===== src/rtl/pkt_stream_pkg.sv =====
// pkt_stream_pkg: shared FSM encoding, payload mode codes and default ctrl markers
package pkt_stream_pkg;
  typedef logic [2:0] state_t;
  localparam state_t S_IDLE = 3'd0, S_LOAD = 3'd1, S_SEND = 3'd2, S_GAP = 3'd3, S_DONE = 3'd4;
  localparam logic [1:0] MODE_INC = 2'd0, MODE_LFSR = 2'd1, MODE_CONST = 2'd2, MODE_RSVD = 2'd3;
  localparam logic [7:0] HDR_CTRL_DEF = 8'hFF, EOP_CTRL_DEF = 8'h01;
endpackage


===== src/rtl/lfsr_galois.sv =====
// lfsr_galois: right-shifting Galois LFSR with synchronous reload and step enable
module lfsr_galois #(
  parameter int WIDTH = 64,
  parameter logic [WIDTH-1:0] SEED = '1,
  parameter logic [WIDTH-1:0] TAPS = '0
)(
  input  logic             clk,
  input  logic             rst,
  input  logic             load,
  input  logic             step,
  output logic [WIDTH-1:0] q
);
  always_ff @(posedge clk or negedge rst)
    if (!rst) q <= SEED;
    else if (load) q <= SEED;
    else if (step) q <= (q >> 1) ^ (q[0] ? TAPS : '0);
endmodule


===== src/rtl/pkt_stream_gen.sv =====
// pkt_stream_gen: programmable packet source for the data/ctrl/wr/rdy write interface
module pkt_stream_gen import pkt_stream_pkg::*; #(
  parameter int DATA_WIDTH = 64,
  parameter int CTRL_WIDTH = 8,
  parameter int LEN_W = 16,
  parameter int CNT_W = 16,
  parameter logic [CTRL_WIDTH-1:0] HDR_CTRL = CTRL_WIDTH'(HDR_CTRL_DEF),
  parameter logic [CTRL_WIDTH-1:0] EOP_CTRL = CTRL_WIDTH'(EOP_CTRL_DEF),
  parameter logic [63:0] LFSR_SEED = 64'hACE1_0000_0000_0001,
  parameter logic [63:0] LFSR_TAPS = 64'hD800_0000_0000_0000
)(
  input  logic                  clk,
  input  logic                  rst,
  input  logic                  start,
  input  logic                  stop,
  input  logic [1:0]            mode,
  input  logic [LEN_W-1:0]      pkt_words,
  input  logic [CNT_W-1:0]      num_pkts,
  input  logic [7:0]            gap_cycles,
  output logic [DATA_WIDTH-1:0] out_data,
  output logic [CTRL_WIDTH-1:0] out_ctrl,
  output logic                  out_wr,
  input  logic                  out_rdy,
  output logic                  busy,
  output logic                  done,
  output logic [CNT_W-1:0]      pkt_count,
  output logic [LEN_W-1:0]      word_count
);
  state_t state;
  logic [1:0] mode_r;
  logic [LEN_W-1:0] words_r, wc_nxt;
  logic [CNT_W-1:0] num_r, cnt_nxt;
  logic [7:0] gap_r, gap_cnt;
  logic [31:0] pay_cnt;
  logic [DATA_WIDTH-1:0] lfsr_q, body;
  logic idle, last, fin, inc_mode;

  assign idle = state == S_IDLE || state == S_DONE;
  assign out_wr = state == S_SEND && out_rdy;
  assign busy = !idle;
  assign done = state == S_DONE;
  assign last = word_count == words_r - LEN_W'(1);
  assign wc_nxt = word_count + LEN_W'(1);
  assign cnt_nxt = &pkt_count ? pkt_count : pkt_count + CNT_W'(1);
  assign fin = (num_r != '0 && cnt_nxt == num_r) || stop;
  assign inc_mode = mode_r == MODE_INC || mode_r == MODE_RSVD;
  assign body = mode_r == MODE_LFSR ? lfsr_q : mode_r == MODE_CONST ? '1 : DATA_WIDTH'(pay_cnt);

  // the LFSR output is consumed at staging, so it steps as each body word is staged
  lfsr_galois #(
    .WIDTH(DATA_WIDTH),
    .SEED (DATA_WIDTH'(LFSR_SEED)),
    .TAPS (DATA_WIDTH'(LFSR_TAPS))
  ) u_lfsr (
    .clk (clk),
    .rst (rst),
    .load(idle && start),
    .step(out_wr && !last && mode_r == MODE_LFSR),
    .q   (lfsr_q)
  );

  always_ff @(posedge clk or negedge rst) begin
    if (!rst) begin
      state <= S_IDLE;
      out_data <= '0;
      out_ctrl <= '0;
      pkt_count <= '0;
      word_count <= '0;
      pay_cnt <= '0;
      mode_r <= '0;
      words_r <= LEN_W'(2);
      num_r <= '0;
      gap_r <= '0;
      gap_cnt <= '0;
    end else begin
      case (state)
        S_IDLE, S_DONE: if (start) begin
          mode_r <= mode;
          words_r <= pkt_words < LEN_W'(2) ? LEN_W'(2) : pkt_words;
          num_r <= num_pkts;
          gap_r <= gap_cycles;
          pkt_count <= '0;
          pay_cnt <= '0;
          state <= S_LOAD;
        end
        S_LOAD: begin
          out_data <= DATA_WIDTH'({16'(pkt_count), 16'(words_r)});
          out_ctrl <= HDR_CTRL;
          word_count <= '0;
          state <= S_SEND;
        end
        S_SEND: if (out_rdy) begin
          if (last) begin
            pkt_count <= cnt_nxt;
            gap_cnt <= gap_r;
            state <= fin ? S_DONE : gap_r != '0 ? S_GAP : S_LOAD;
          end else begin
            out_data <= body;
            out_ctrl <= wc_nxt == words_r - LEN_W'(1) ? EOP_CTRL : '0;
            word_count <= wc_nxt;
            if (inc_mode) pay_cnt <= pay_cnt + 32'd1;
          end
        end
        S_GAP: begin
          gap_cnt <= gap_cnt - 8'd1;
          state <= stop ? S_DONE : gap_cnt == 8'd1 ? S_LOAD : S_GAP;
        end
        default: state <= S_IDLE;
      endcase
    end
  end
endmodule


===== config.mk =====
export PLATFORM = sky130hd
export DESIGN_NAME = pkt_stream_gen
export DESIGN_NICKNAME = d
export VERILOG_FILES = /design/src/rtl/pkt_stream_pkg.sv /design/src/rtl/lfsr_galois.sv /design/src/rtl/pkt_stream_gen.sv
export SDC_FILE = /design/constraint.sdc
export NUM_CORES = 1
export LEC_CHECK = 0
export CAP_MARGIN = 10
export CORE_MARGIN = 2
export CORE_UTILIZATION = 45
export DETAILED_ROUTE_END_ITERATION = 10
export PLACE_DENSITY = 0.65
export SETUP_SLACK_MARGIN = 0.5
export SLEW_MARGIN = 20
export SYNTH_ARGS = -nofsm -noshare
export SYNTH_HDL_FRONTEND = slang
export SYNTH_HIERARCHICAL = 1
export SYNTH_SLANG_ARGS = --single-unit

===== constraint.sdc =====
create_clock -name clk -period 4.5 [get_ports clk]
set_clock_uncertainty 0.05 [all_clocks]
set_input_delay 0.9 -clock clk [delete_from_list [all_inputs] [get_ports clk]]
set_output_delay 0.9 -clock clk [all_outputs]
set_load 0.005 [all_outputs]

==> results.md, run 1 <==
- Slew @ Worst Pin: 1.11 ns
- Grt ovf: 0
- Clk pwr share: 25.7%
- Worst-Skew Late Latency: 0.55 ns
- Combinational family with the most area after synthesis: simple AND/OR/NAND/NOR gates
- Hold/Removal Path Class: in2async
- Async set-or-reset flop fraction in the synthesized netlist: 100%
- DRT iter0 DRCs: 803
- CP Class: reg2reg
- Max frequency: 0.265 GHz
- Initial Util: 45.5%
- Syn Area/Cell: 9.08 µm²
- I/O Pins: 154
- Mux contribution to synthesized area: 5.47%
- Reg power frac: 34.4%
- Met3 Use GR: 4.11%
- Pre-CTS WS: 0.685 ns
- Routing usage on met1: 35.4%
- Yosys top cell area share: 44.2%
- Xor/xnor cell area share of the yosys netlist: 4.75%
- Crit path required time: 4.84 ns
- Drt drc: 0
- Final design area excluding fillers: 16100 µm²
- Via count: 11.3k
- Chip height: 177 µm
- Comb power frac: 39.9%
- Cell taking the most area after synthesis: dfrtp_1
- Path depth of the worst reg2reg path: 10
- Simple logic cell fraction of the synthesized area: 22.5%
- DR pass1 iterations: 5
- Antenna violations before repair: 0
- Gr usage total: 24.0%
- Distinct cells, synth: 79
- Pwr Total: 10.2 mW
- Mapped Area: 13400 µm²
- Layout area overhead: 20.5%
- Rows: 63
- Die area: 31200 µm²
- Port Buf Inserts: 153
- Commonest non-fill, non-tap cells in the layout: 237 x dfrtp_1, 214 x nand2_1, 152 x clkdlybuf4s50_1, 132 x nor2_1, 77 x a21oi_1
- Internal: 6.24 mW
- Post-synthesis compound-gate area fraction: 15.2%
- Setup TNS: 0 ns
- Switching Power: 3.92 mW
- Setup repair bufs after CTS: 0
- Top cells by area, synth: dfrtp_1 44%, nand2_1 6.0%, mux2i_1 5.3%
- Crit start category: flip-flop
- Number of flops mapped to enable cells by yosys: 0
- Detailed Route WL: 37300 µm
- H-tree depth: 1
- Crit-path max FO: 18
- Reg2reg start: words_r[0]$_DFFE_PN0P_
- RSZ-0062 raised after global routing: yes
- Met2 GRT Util: 36.6%
- Placed cell area: 15100 µm²
- Reg2reg setup slack: 0.72 ns
- Clk sink count: 247
- Max_slew headroom: 25.0%
- Switching part of the total: 38.6%
- Yosys warnings: 6
- Worst R2R End: pkt_count[13]$_DFFE_PN0P_
- Fillers: 2673
- Routability Congestion: 0.931
- Worst setup EP type: flip-flop
- # setup viols final: 0
- Root Driver: clkbuf_16
- DRT antenna net count: 0
- Final min period: 3.78 ns
- Clock Path Buffers: 3
- Vias in the first global route: 11.0k
- CTS tree: built
- Slew Viols, Final: 0
- Clock-pin slew on the worst setup and hold paths: 0.06 ns
- Net Count, Synth: 1531
- Final Hold Fails: 0
- Adder-cell share of the synthesized area: 0.747%
- Gate Count Post-Synth: 1476
- ANT cells: 0
- Worst EP arrival: 4.11 ns
- Fin crit share: 83.9%
- CORE AREA: 29500 µm²
- Worst VDD drop: 352 µV
- Largest net degree at the start of global routing: 116
- Hold buffers post-CTS: 0
- Post-cts sizing count: 0
- DIE WIDTH: 177 µm
- Max_cap viols: 0
- Routed wire length per instance: 18.9 µm
- Primary FF master, synth: dfrtp_1
- Clock buffer count from CTS: 28
- Post-route setup slack: 0.723 ns
- Nets: 1615
- Most common cell after layout, fill and taps aside: dfrtp_1
- Register bit count reported by yosys: 247
- Status: finished, final reports clean
- Top Usage Layer GRT: met2
- Seq/Total Area, Yosys: 46.2%
- DP HPWL: 25200 µm
- Vias per cell: 5.75
- First-pass GRT wire length: 60500 µm
- Static leakage: 6.73 nW
- Pwr dens: 629 nW/µm²
- Share of cells above drive strength 1: 7.84%
- Worst hold margin: 0.359 ns
## metal layers
layer | share of wire, % | vias to the layer above
li1 | - | 5420
met1 | 46 | 5521
met2 | 45 | 349
met3 | 6.7 | 56
met4 | 2.1 | 0
met5 | 0 | -
## power by group through the flow
stage | Combinational [mW] | Clock, mW | Sequential [mW]
2_1_floorplan | 2.75 | 0 | 3.24
3_3_place_gp | 3.98 | 0 | 3.51
3_5_place_dp | 4.03 | 0 | 3.51
4_1_cts | 4.06 | 2.66 | 3.48
5_1_grt | 4.50 | 2.77 | 3.57
6_report | 4.05 | 2.61 | 3.49
## per-stage QoR
stage,instances,utilization [%]
detailed placement,1920,51.1
finish,1972,54.8
floorplan,1476,-
global route,1972,54.8
CTS,1972,54.8
global placement,1920,51.1
## worst max path at each step
stage / cells after the start / endpoint / start / slack (ns)
final: 10 / pkt_count[13]$_DFFE_PN0P_ / words_r[0]$_DFFE_PN0P_ / 0.72
after global placement: 10 / pkt_count[13]$_DFFE_PN0P_ / words_r[0]$_DFFE_PN0P_ / 0.77
after CTS: 10 / pkt_count[13]$_DFFE_PN0P_ / words_r[0]$_DFFE_PN0P_ / 0.67
after floorplan: 13 / gap_cnt[5]$_DFFE_PN0P_ / words_r[0]$_DFFE_PN0P_ / 1.13
after global routing: 11 / out_data[61]$_DFFE_PN0P_ / words_r[0]$_DFFE_PN0P_ / 0.46
after detailed placement: 10 / pkt_count[13]$_DFFE_PN0P_ / words_r[0]$_DFFE_PN0P_ / 0.69
## registers in the layout, indices dropped and copies added (netlist names)
signal,cells
pay_cnt,32
u_lfsr/q,64
pkt_count,16
out_ctrl,2
mode_r,2
out_data,64
state,3
gap_cnt,8
gap_r,8
word_count,16
num_r,16
words_r,16
## kinds of logic after synthesis
kind of cell / after synthesis
adders and majority gates: 8
and+or+nand+nor: 622
AOI/OAI and AO/OA: 312
muxes: 73
DFF: 247
xor gates and xnor gates: 71
buffers and inverters: 143
## critical path: stages, from the launching register on
cell and delay, ns:
dfrtp_1 0.44, inv_1 0.10, ha_1 0.24, or3b_1 0.46, or3_1 0.37, o32ai_1 0.29, o22ai_1 0.12, or4b_4 0.66
or2_2 0.48, nor2_2 0.25, a311oi_1 0.12
## cells in the mapped netlist (12+ instances only)
| master | n |
|---|---|
| and3_1 | 21 |
| inv_1 | 21 |
| mux2i_1 | 71 |
| nor3_1 | 23 |
| xnor2_1 | 50 |
| nand2b_1 | 37 |
| o21ai_0 | 64 |
| a21oi_1 | 77 |
| a21o_1 | 13 |
| a31oi_1 | 35 |
| nor4_1 | 20 |
| clkbuf_1 | 75 |
| nand2_1 | 215 |
| or4_1 | 22 |
| o31ai_1 | 14 |
| nand4_1 | 16 |
| buf_2 | 16 |
| o311ai_0 | 34 |
| nand3_1 | 70 |
| buf_4 | 12 |
| nor2_1 | 133 |
| dfrtp_1 | 237 |
| xor2_1 | 20 |
## area by class of cell
type	count	area, µm²	area share, %
Inverter	23	88.8	0.550
Timing Repair Buffer	174	1760	10.9
Clock buffer	35	798	4.94
Sequential cell	247	6190	38.4
Clock inverter	17	272	1.68
Tap cell	390	488	3.02
Multi-Input combinational cell	1086	6550	40.6
(Power assumes the default switching activity.)
==> run 2, diff against run 1 <==
- PLACE_DENSITY: 0.65 -> 0.68
- clock period: 4.5 -> 3 ns (I/O delays scaled with it)
==> run 2 against run 1 <==
The run now ends with negative setup slack left. Worst setup slack worse by 1.0 ns. Die area unchanged. First-iteration DRC count up 33%. Fmax up 15%. Largest power group unchanged. Highest routed layer unchanged.
==> results.md, run 2 (same netlist as run 1, synthesis figures left out) <==
- Status: complete, but fails checks
- Failing checks: negative setup slack
- Max_cap viols: 0
- CORE AREA: 29500 µm²
- Most common cell after layout, fill and taps aside: dfrtp_1
- DR pass1 iterations: 7
- Placed cell count: 2036
- Crit start category: flip-flop
- Vias per cell: 5.86
- Gr usage total: 26.6%
- Hold/Removal Path Class: reg2reg
- Initial Util: 45.5%
- CTS tree: built
- Chip height: 177 µm
- ANT cells: 0
- Die area: 31200 µm²
- Final min period: 3.30 ns
- DRT antenna net count: 0
- Worst EP arrival: 3.70 ns
- Drt drc: 0
- Crit-path max FO: 10
- Max frequency: 0.303 GHz
- Largest registers: out_data x64, u_lfsr/q x64, pay_cnt x32
- Storage cell area: 6200 µm²
- Largest net degree at the start of global routing: 78
- Nets: 1805
- Port Buf Inserts: 153
- Routed wire length per instance: 20.3 µm
- Final design area excluding fillers: 19500 µm²
- Slew @ Worst Pin: 1.15 ns
- Commonest non-fill, non-tap cells in the layout: 233 x dfrtp_1, 210 x nand2_1, 151 x clkdlybuf4s50_1, 125 x buf_4, 102 x nor2_1
- CP Capture Point: pkt_count[15]$_DFFE_PN0P_
- Reg2reg setup slack: -0.30 ns
- Routability Congestion: 0.914
- Share of cells above drive strength 1: 26.6%
- Delay of the slowest cell on the worst path: 0.60 ns
- Path depth of the worst reg2reg path: 12
- Setup crit start: words_r[2]$_DFFE_PN0P_
- I/O Pins: 154
- Placed cell area: 16200 µm²
- First-pass GRT wire length: 66500 µm
- DIE WIDTH: 177 µm
- DP HPWL: 27200 µm
- Root Driver: clkbuf_16
- Multi-input logic area: 7650 µm²
- # setup viols final: 203
- Worst R2R End: pkt_count[15]$_DFFE_PN0P_
- Worst setup EP type: flip-flop
- Pwr dens: 961 nW/µm²
- Hold Path Depth: 2
- Final Hold Fails: 0
- DRT iter0 DRCs: 1065
- Post-route setup slack: -0.296 ns
- Clock buffer count from CTS: 28
- Fillers: 2212
- RSZ-0062 raised after global routing: yes
- Grt ovf: 0
- Pre-CTS WS: -0.306 ns
- Worst path slowest cell: or4b_4
- Clk sink count: 247
- Slew Viols, Final: 0
- Worst-Skew Late Latency: 0.57 ns
- Layout area overhead: 45.7%
- Clock Path Buffers: 3
- H-tree depth: 1
- Crit path top cell by count: buf_6
- Detailed Route WL: 43800 µm
- Rows: 63
- Setup TNS: -34.42 ns
- Static leakage: 8.20 nW
- Worst path cell trace: buf_4 -> or3b_4 -> or3_4 -> o32ai_4 -> o22ai_1 -> or4b_4 -> buf_8 -> nor2_4 -> buf_6 -> buf_6 -> a21oi_2 -> a311oi_1
- Antenna violations before repair: 0
- Vias in the first global route: 12.1k
- Reg2reg start: words_r[2]$_DFFE_PN0P_
- Via count: 12.7k
- Crit path required time: 3.40 ns
- Max_slew headroom: 22.2%
- Worst VDD drop: 474 µV
- CP Class: reg2reg
- Fin crit share: 110%
- Clock-pin slew on the worst setup and hold paths: 0.06 ns
- Final std cells w/o fill: 2162
run 2: cell types whose count changed in the layout (fill, tap and decap cells not counted), moves of 16 or more:
cell     before  now
buf_4        16  125
o21ai_0      64   21
nand3_1      70   37
nor2_4        0   32
nand3_2       0   31
buf_6         0   30
nor2_1      132  102
o21ai_1       6   29
buf_12        5   24
o21ai_2       2   18
run 2: critical path, delay by kind of cell, from the launching register on:
kind / cells / cell delay, ns
buf+inv: 4 / 0.62
compound gates: 4 / 0.60
flops: 1 / 0.39
simple gates: 4 / 1.52
run 2: final cells by class:
cell class,count,share of cell area (%)
clock buffer,41,4.25
clock inverter,11,1.15
timing repair buffer,364,20.7
sequential,247,31.7
multi-input combinational,1086,39.2
tap,390,2.50
inverter,23,0.455
run 2: layer usage:
layer / vias up / track usage [%] / share of wire [%] / wire [µm]
met4: 0 / 7.40 / 2.4 / 1060
met3: 77 / 4.20 / 7.2 / 3150
met1: 6275 / 38.4 / 44 / 19200
met5: - / 0 / 0 / 0
li1: 5837 / - / - / -
met2: 477 / 41.4 / 47 / 20400
run 2: timing repair:
action,4_1_cts,5_1_grt
hold buffers,1,0
endpoints found under the setup margin,208,208
cloned,15,11
pin swaps,36,68
resized for setup,121,186
endpoints found under the hold margin,61,0
buffers inserted,29,18
run 2: worst min path at each step:
stage                                   startpoint  slack [ns]                  endpoint
after floorplan                                rst        0.25    gap_cnt[0]$_DFFE_PN0P_
after global placement    out_data[44]$_DFFE_PN0P_        0.44  out_data[44]$_DFFE_PN0P_
after detailed placement  out_data[48]$_DFFE_PN0P_        0.44  out_data[48]$_DFFE_PN0P_
after CTS                 out_data[48]$_DFFE_PN0P_        0.45  out_data[48]$_DFFE_PN0P_
after global routing      out_data[55]$_DFFE_PN0P_        0.49  out_data[55]$_DFFE_PN0P_
final                     out_data[55]$_DFFE_PN0P_        0.46  out_data[55]$_DFFE_PN0P_
run 2: power breakdown:
part / total, mW / switching [mW] / internal [mW]
logic: 9.64 / 4.91 / 4.74
registers: 5.24 / 0.979 / 4.26
clock network: 3.88 / 1.45 / 2.43
run 2: per-stage QoR:
| step | hold slack [ns] | total power, mW | utilization (%) |
|---|---|---|---|
| after floorplan | 0.254 | 9.20 | - |
| after global placement | 0.438 | 12.1 | 54.9 |
| after detailed placement | 0.439 | 12.2 | 54.9 |
| after CTS | 0.452 | 17.5 | 62.5 |
| after global routing | 0.495 | 19.7 | 66.3 |
| final | 0.455 | 18.8 | 66.3 |
